## config.mk

```make
export PLATFORM = sky130hd
export DESIGN_NAME = dpram_arb
export DESIGN_NICKNAME = d
export VERILOG_FILES = /design/src/rtl/dpram_arb.sv
export SDC_FILE = /design/constraint.sdc
export NUM_CORES = 1
export LEC_CHECK = 0
export ABC_CLOCK_PERIOD_IN_PS = 1590
export CAP_MARGIN = 5
export CELL_PAD_IN_SITES_DETAIL_PLACEMENT = 1
export CELL_PAD_IN_SITES_GLOBAL_PLACEMENT = 2
export CORE_MARGIN = 3
export CORE_UTILIZATION = 15
export DETAILED_ROUTE_END_ITERATION = 10
export HOLD_SLACK_MARGIN = 0.02
export PLACE_DENSITY = 0.81
export SYNTH_ARGS = -nofsm -noshare
export SYNTH_HDL_FRONTEND = slang
export SYNTH_SLANG_ARGS = --single-unit
```

## constraint.sdc

```tcl
create_clock -name clk -period 1.59 [get_ports clk]
set_clock_uncertainty 0.1 [all_clocks]
set_input_delay 0.2385 -clock clk [delete_from_list [all_inputs] [get_ports clk]]
set_output_delay 0.2385 -clock clk [all_outputs]
set_load 0.02 [all_outputs]
```

## src/rtl/dpram_arb.sv

```systemverilog
// Two-requester round-robin arbiter in front of one dpram port.
// After reset it fills every RAM location with FILL, then arbitrates single-cycle transfers.

module dpram_arb_rd (
  input  logic       clk,
  input  logic       rst,
  input  logic       rd_i,
  input  logic [7:0] ram_dout_i,
  output logic       rvalid_o,
  output logic [7:0] rdata_o
);
  logic rvalid_q;

  always_ff @(posedge clk) begin
    if (rst) rvalid_q <= 1'b0;
    else     rvalid_q <= rd_i;
  end

  // Reset in the data cycle cancels the pending return.
  assign rvalid_o = rvalid_q & ~rst;
  assign rdata_o  = rvalid_o ? ram_dout_i : 8'h00;
endmodule

module dpram_arb #(
  parameter logic [7:0] FILL = 8'h00
) (
  input  logic       clk,
  input  logic       rst,
  input  logic       req0,
  input  logic       we0,
  input  logic [7:0] addr0,
  input  logic [7:0] din0,
  output logic       gnt0,
  output logic       rvalid0,
  output logic [7:0] rdata0,
  input  logic       req1,
  input  logic       we1,
  input  logic [7:0] addr1,
  input  logic [7:0] din1,
  output logic       gnt1,
  output logic       rvalid1,
  output logic [7:0] rdata1,
  output logic [7:0] ram_addr,
  output logic [7:0] ram_din,
  output logic       ram_we,
  input  logic [7:0] ram_dout,
  output logic       init_done
);
  localparam int NREQ = 2;

  typedef enum logic {ST_INIT, ST_RUN} state_e;
  typedef struct packed {
    logic       req;
    logic       we;
    logic [7:0] addr;
    logic [7:0] din;
  } req_t;

  req_t [NREQ-1:0] rq;
  state_e          state_q;
  logic [7:0]      cnt_q;
  logic            ptr_q, ptr_d;
  logic            init_done_q;
  logic [NREQ-1:0] gnt;
  logic [NREQ-1:0] rvalid;
  logic [NREQ-1:0][7:0] rdata;

  assign rq[0] = '{req: req0, we: we0, addr: addr0, din: din0};
  assign rq[1] = '{req: req1, we: we1, addr: addr1, din: din1};

  // On conflict the requester other than the last winner goes.
  always_comb begin
    gnt = '0;
    if (!rst && state_q == ST_RUN) begin
      if (rq[0].req && rq[1].req) gnt = ptr_q ? 2'b01 : 2'b10;
      else                        gnt = {rq[1].req, rq[0].req};
    end
  end

  always_comb begin
    ptr_d = ptr_q;
    if (gnt[0])      ptr_d = 1'b0;
    else if (gnt[1]) ptr_d = 1'b1;
  end

  always_comb begin
    ram_we   = 1'b0;
    ram_addr = 8'h00;
    ram_din  = 8'h00;
    if (rst || state_q == ST_INIT) begin
      ram_we   = 1'b1;
      ram_addr = rst ? 8'h00 : cnt_q;
      ram_din  = FILL;
    end else if (gnt[0]) begin
      ram_we   = rq[0].we;
      ram_addr = rq[0].addr;
      ram_din  = rq[0].din;
    end else if (gnt[1]) begin
      ram_we   = rq[1].we;
      ram_addr = rq[1].addr;
      ram_din  = rq[1].din;
    end
  end

  always_ff @(posedge clk) begin
    if (rst) begin
      state_q     <= ST_INIT;
      cnt_q       <= 8'h00;
      ptr_q       <= 1'b1;
      init_done_q <= 1'b0;
    end else begin
      case (state_q)
        ST_INIT: begin
          cnt_q <= cnt_q + 8'd1;
          if (cnt_q == 8'hFF) begin
            state_q     <= ST_RUN;
            init_done_q <= 1'b1;
          end
        end
        ST_RUN:  ptr_q <= ptr_d;
        default: state_q <= ST_INIT;
      endcase
    end
  end

  for (genvar g = 0; g < NREQ; g++) begin : g_rd
    dpram_arb_rd u_rd (
      .clk        (clk),
      .rst        (rst),
      .rd_i       (gnt[g] & ~rq[g].we),
      .ram_dout_i (ram_dout),
      .rvalid_o   (rvalid[g]),
      .rdata_o    (rdata[g])
    );
  end

  assign gnt0      = gnt[0];
  assign gnt1      = gnt[1];
  assign rvalid0   = rvalid[0];
  assign rvalid1   = rvalid[1];
  assign rdata0    = rdata[0];
  assign rdata1    = rdata[1];
  assign init_done = init_done_q & ~rst;
endmodule

```

# --- After elaboration in Yosys (flattened, before gate mapping) ---
# Cells that the tools add are included.
totals:
  regBits: 13
  inputBits: 46
  out_inout_bits: 38
op_classes:
  add_sub_neg: 1
  n_eq_ne: 1
  mux: 19
  n_bitwise: 9
  n_reduce_logical: 7
op_table:
  columns: ["cell", "count"]
  rows:
  - ["$mux W8", 9]
  - ["$add A8 B1 Y8 const B", 1]
  - ["$eq A8 B8 Y1 const B", 1]
  - ["$mux W1", 7]
  - ["$mux W2", 3]
  - ["$and A1 B1 Y1", 5]
  - ["$not A1 Y1", 4]
  - ["$reduce_and A2 Y1", 2]
  - ["$logic_and A1 B1 Y1", 2]
  - ["$reduce_bool A2 Y1", 1]
  - ["$logic_not A1 Y1", 1]
  - ["$logic_or A1 B1 Y1", 1]

# --- Depth between registers and ports, before layout ---
depth:
  word_depth: 6
  ltp_mapped: 5
  ltp_nobuf: 4

# --- By module ---
# Synthesis repeated with hierarchy kept, for this count alone.
hier_totals:
  cells_unflattened: 108
  hier_area_um2: 955.9
modules_own_cells:
  columns: ["module", "n_inst", "cells_per_inst", "area_per_inst_um2", "seq_area_each_um2"]
  rows:
  - ["dpram_arb", 1, 86, 750.7, 220.2]
  - ["dpram_arb_rd", 2, 11, 102.6, 20.0]

# --- Least setup slack after synthesis ---
# Ideal clock, no wire load.
synth_timing:
  path_kind: "reg-to-output"
  from: "register ptr_q"
  to: "output port ram_din[0]"
  arrival_ns: 1.232
  path_slack_ns: 0.019
  path_stages_with_launch: 6
  path_cell_list: "dfxtp_1 -> a21boi_0 -> nor2b_1 -> buf_2 -> buf_4 -> a22o_1"
synth_via:
  elab_chain_len: 6
synth_lines:
  columns: ["item", "line_no", "rtl"]
  rows:
  - ["from (decl)", "62", "logic ptr_q, ptr_d;"]
  - ["from (signal assigned)", "120", "ST_RUN: ptr_q <= ptr_d;"]
  - ["$mux W2 (2 in a row)", "75", "if (rq[0].req && rq[1].req) gnt = ptr_q ? 2'b01 : 2'b10;"]
  - ["$mux W2", "74", "if (!rst && state_q == ST_RUN) begin"]
  - ["named net gnt1", "40", "output logic gnt1,"]
  - ["$mux W8", "98", "end else if (gnt[1]) begin"]
  - ["$mux W8", "94", "end else if (gnt[0]) begin"]
  - ["$mux W8", "90", "if (rst || state_q == ST_INIT) begin"]
  - ["to (decl)", "44", "output logic [7:0] ram_din,"]
# The timed path passes the listed nets, and every way through them passes these cells.

# --- Final worst setup path ---
layout_timing:
  from: "register ptr_q"
  to: "output port ram_addr[1]"
layout_via:
  elab_chain_len: 6
layout_lines:
  columns: ["item", "line_no", "rtl"]
  rows:
  - ["$mux W2 * (2 in a row)", "75", null]
  - ["$mux W2 *", "74", null]
  - ["$mux W8", "98", null]
  - ["$mux W8 *", "94", null]
  - ["$mux W8 *", "90", null]
  - ["to (decl)", "43", "output logic [7:0] ram_addr,"]
# Every way passes the cells marked *; elsewhere a longest branch is shown, timed or not.

==> metrics.md <==
| Metric | Value |
|---|---|
| Status | `finished, violations left` |
| Failing checks | `negative setup slack` |
| Routed wire per std cell | `13.7 µm` |
| Worst Hold Launch | `cnt_q[7]` |
| Root buf cell | `clkbuf_8` |
| Cell Pwr Density | `392 nW/µm²` |
| Achievable clock frequency | `0.554 GHz` |
| CP Launch Type | `flop` |
| Final hold vios | `0` |
| GRT Util Overall | `0.102` |
| Die ar. | `7290 µm²` |
| Yosys warns | `0` |
| Initial antenna violation count | `0` |
| Register area share after synthesis | `0.275` |
| Syn Std Cell Area | `946 µm²` |
| Final wirelength | `4.09 mm` |
| Final worst setup slack | `-0.217 ns` |
| R2r endpoint | `cnt_q[7]` |
| Area taken by multi-input logic gates | `694 µm²` |
| Max VDD drop | `0.000268 V` |
| Worst Hold End | `cnt_q[7]` |
| Reg2Reg Depth | `5` |
| Die H | `85.4 µm` |
| Mapped Cells | `111` |
| Area growth, synth to finish | `131%` |
| Core outline area | `6030 µm²` |
| First-pass GRT wire length | `6.16 mm` |
| Nets | `271` |
| DRT iter0 DRCs | `10` |
| Reg clk slew, reported paths | `0.06 ns` |
| Setup TNS Final | `-2.80 ns` |
| RD Place Congestion | `0.671` |
| Crit end category | `primary output` |
| Clock network power share | `0.352` |
| Rows | `28` |
| Hold buffer count at cts | `0` |
| Layout cell share with drive strength beyond 1 | `0.417` |
| Vias per cell | `4.24` |
| Total vias in the final route | `1,263` |
| Switching share of power | `0.233` |
| Final Setup Violations | `18` |
| Flop pwr share | `0.392` |
| CTS tree | `yes` |
| Synthesized net count | `158` |
| CTS Sinks | `13` |
| Yosys cell types | `34` |
| Total grt overflow | `0` |
| Inserted Diodes | `0` |
| Syn Area/Cell | `8.52 µm²` |
| Crit path required time | `1.25 ns` |
| Hold Crit Class | `reg -> reg` |
| Port Buffers | `83` |
| Worst-skew pair later-pin latency | `0.24 ns` |
| Area occupied by registers | `270 µm²` |
| Critical Path AT | `1.47 ns` |
| H-tree levels | `1` |
| Final Cycle Share | `1.14` |
| Most frequent cells in the layout | `clkdlybuf4s50_1, buf_4, buf_6` |
| Hpwl dp | `3.02 mm` |
| Async SR Flop Fraction | `0` |
| Register-to-register setup slack | `0.09 ns` |
| Initial Util | `0.157` |
| Hold Path Cell Cnt | `2` |
| Final Max Tran Viols | `0` |
| Ports | `84` |
| Comb pwr share | `0.256` |
| Die Width | `85.4 µm` |
| Crit path max fanout | `8` |
| Post-synth EDFFs | `0` |
| Switch Pwr | `0.199 mW` |
| Largest net degree at the start of global routing | `19` |
| Clock period minus worst slack | `1.81 ns` |
| Normalized max-slew margin | `0.855` |
| Slew @ Worst Pin | `0.218 ns` |
| RSZ-0062 raised after global routing | `true` |
| Synth Flop Type | `dfxtp_1` |
| Worst R2R Start | `state_q` |
| Commonest non-fill, non-tap cell in the layout | `clkdlybuf4s50_1` |
| # DRC | `0` |
| FILL cells | `724` |
| Drt first pass iters | `2` |
| CP Class | `reg -> out` |
| Pint | `0.657 mW` |
| Vias in the first global route | `1,272` |
| Leak | `0.953 nW` |
| Detail Route Antenna Nets | `0` |
| Setup slack at placement | `-0.996 ns` |
| Number of max-cap violations | `0` |
| Clock Path Buffers | `2` |
| Register bit count reported by yosys | `13` |
| Cts bufs inserted | `3` |
kinds of logic (layout without fill, tap and decap cells):
kind of cell	after synthesis	after routing	synth area share
buffers and inverters	10	122	0.0542
adders and majority gates	1	1	0.0132
xor gates and xnor gates	4	4	0.0370
AOI/OAI and AO/OA	28	28	0.237
and+or+nand+nor	54	54	0.373
muxes	1	1	0.0106
DFF	13	13	0.275
per-layer routing:
metal,global-route usage,vias to the layer above,routed length (µm)
met4,0.0144,0,0
met3,0.0233,0,352
li1,-,624,-
met2,0.184,51,2080
met1,0.127,588,1660
met5,0,-,0
sequential cells by signal (all words and copies together) (netlist names):
register            count
cnt_q                   8
g_rd.u_rd.rvalid_q      2
init_done_q             1
ptr_q                   1
state_q                 1
how the worst max path moves through the flow:
stage | from | endpoint | slack (ns) | cells after the start
after global routing | ptr_q | ram_addr[1] | -0.26 | 5
after global placement | req1 | ram_addr[1] | -0.91 | 6
after CTS | ptr_q | ram_addr[1] | -0.27 | 6
after detailed placement | req1 | ram_addr[1] | -1.0 | 6
after floorplan | ptr_q | ram_din[0] | 0.02 | 5
final | ptr_q | ram_addr[1] | -0.22 | 5
cell usage after synthesis, types with 2 or more instances:
| cell type | n | area share |
|---|---|---|
| a21oi_1 | 5 | 0.026 |
| nor2b_1 | 7 | 0.046 |
| nor2_1 | 8 | 0.032 |
| inv_1 | 3 | 0.012 |
| xor2_1 | 3 | 0.028 |
| clkbuf_1 | 3 | 0.012 |
| or2_2 | 2 | 0.013 |
| o21ai_0 | 2 | 0.011 |
| nand4b_1 | 2 | 0.019 |
| or3_1 | 3 | 0.020 |
| dfxtp_1 | 13 | 0.28 |
| a22o_1 | 8 | 0.074 |
| and2_1 | 22 | 0.15 |
| a221o_1 | 9 | 0.095 |
| buf_2 | 2 | 0.011 |
layout make-up:
| type | count | share of cell area |
|---|---|---|
| inverter | 3 | 0.00515 |
| clock buffer | 4 | 0.0206 |
| timing repair buffer | 115 | 0.490 |
| sequential | 13 | 0.124 |
| multi-input combinational | 88 | 0.318 |
| tap | 75 | 0.0429 |
critical path, cell delays in order, from the launching register on:
cell and delay, ns:
dfxtp_4 0.36, nor2b_4 0.15, nor3_4 0.06, buf_6 0.14, a221o_1 0.37, buf_6 0.14
stage by stage:
step                hold slack [ns]  instances  area [µm²]  total power [mW]  utilization
floorplan                     0.210        111         946             0.388            -
CTS                           0.389        295        2080             0.857        0.345
detailed placement            0.377        288        2050             0.549        0.340
global route                  0.409        298        2190             0.902        0.363
finish                        0.385        298        2190             0.856        0.363
global placement              0.368        288        2050             0.545        0.340
power by group through the flow:
stage	combinational [mW]	clock (mW)	sequential, mW
6_report	0.219	0.302	0.335
5_1_grt	0.236	0.330	0.336
4_1_cts	0.209	0.314	0.335
3_5_place_dp	0.205	0	0.344
3_3_place_gp	0.202	0	0.343
2_1_floorplan	0.0385	0	0.349
what timing repair did:
action / in CTS / in global routing
setup buffers: 2 / 3
gates cloned: 1 / 2
gates resized for setup: 195 / 41
pin swaps: 10 / 17
setup endpoints to repair: 39 / 35
(Power assumes the default switching activity.)
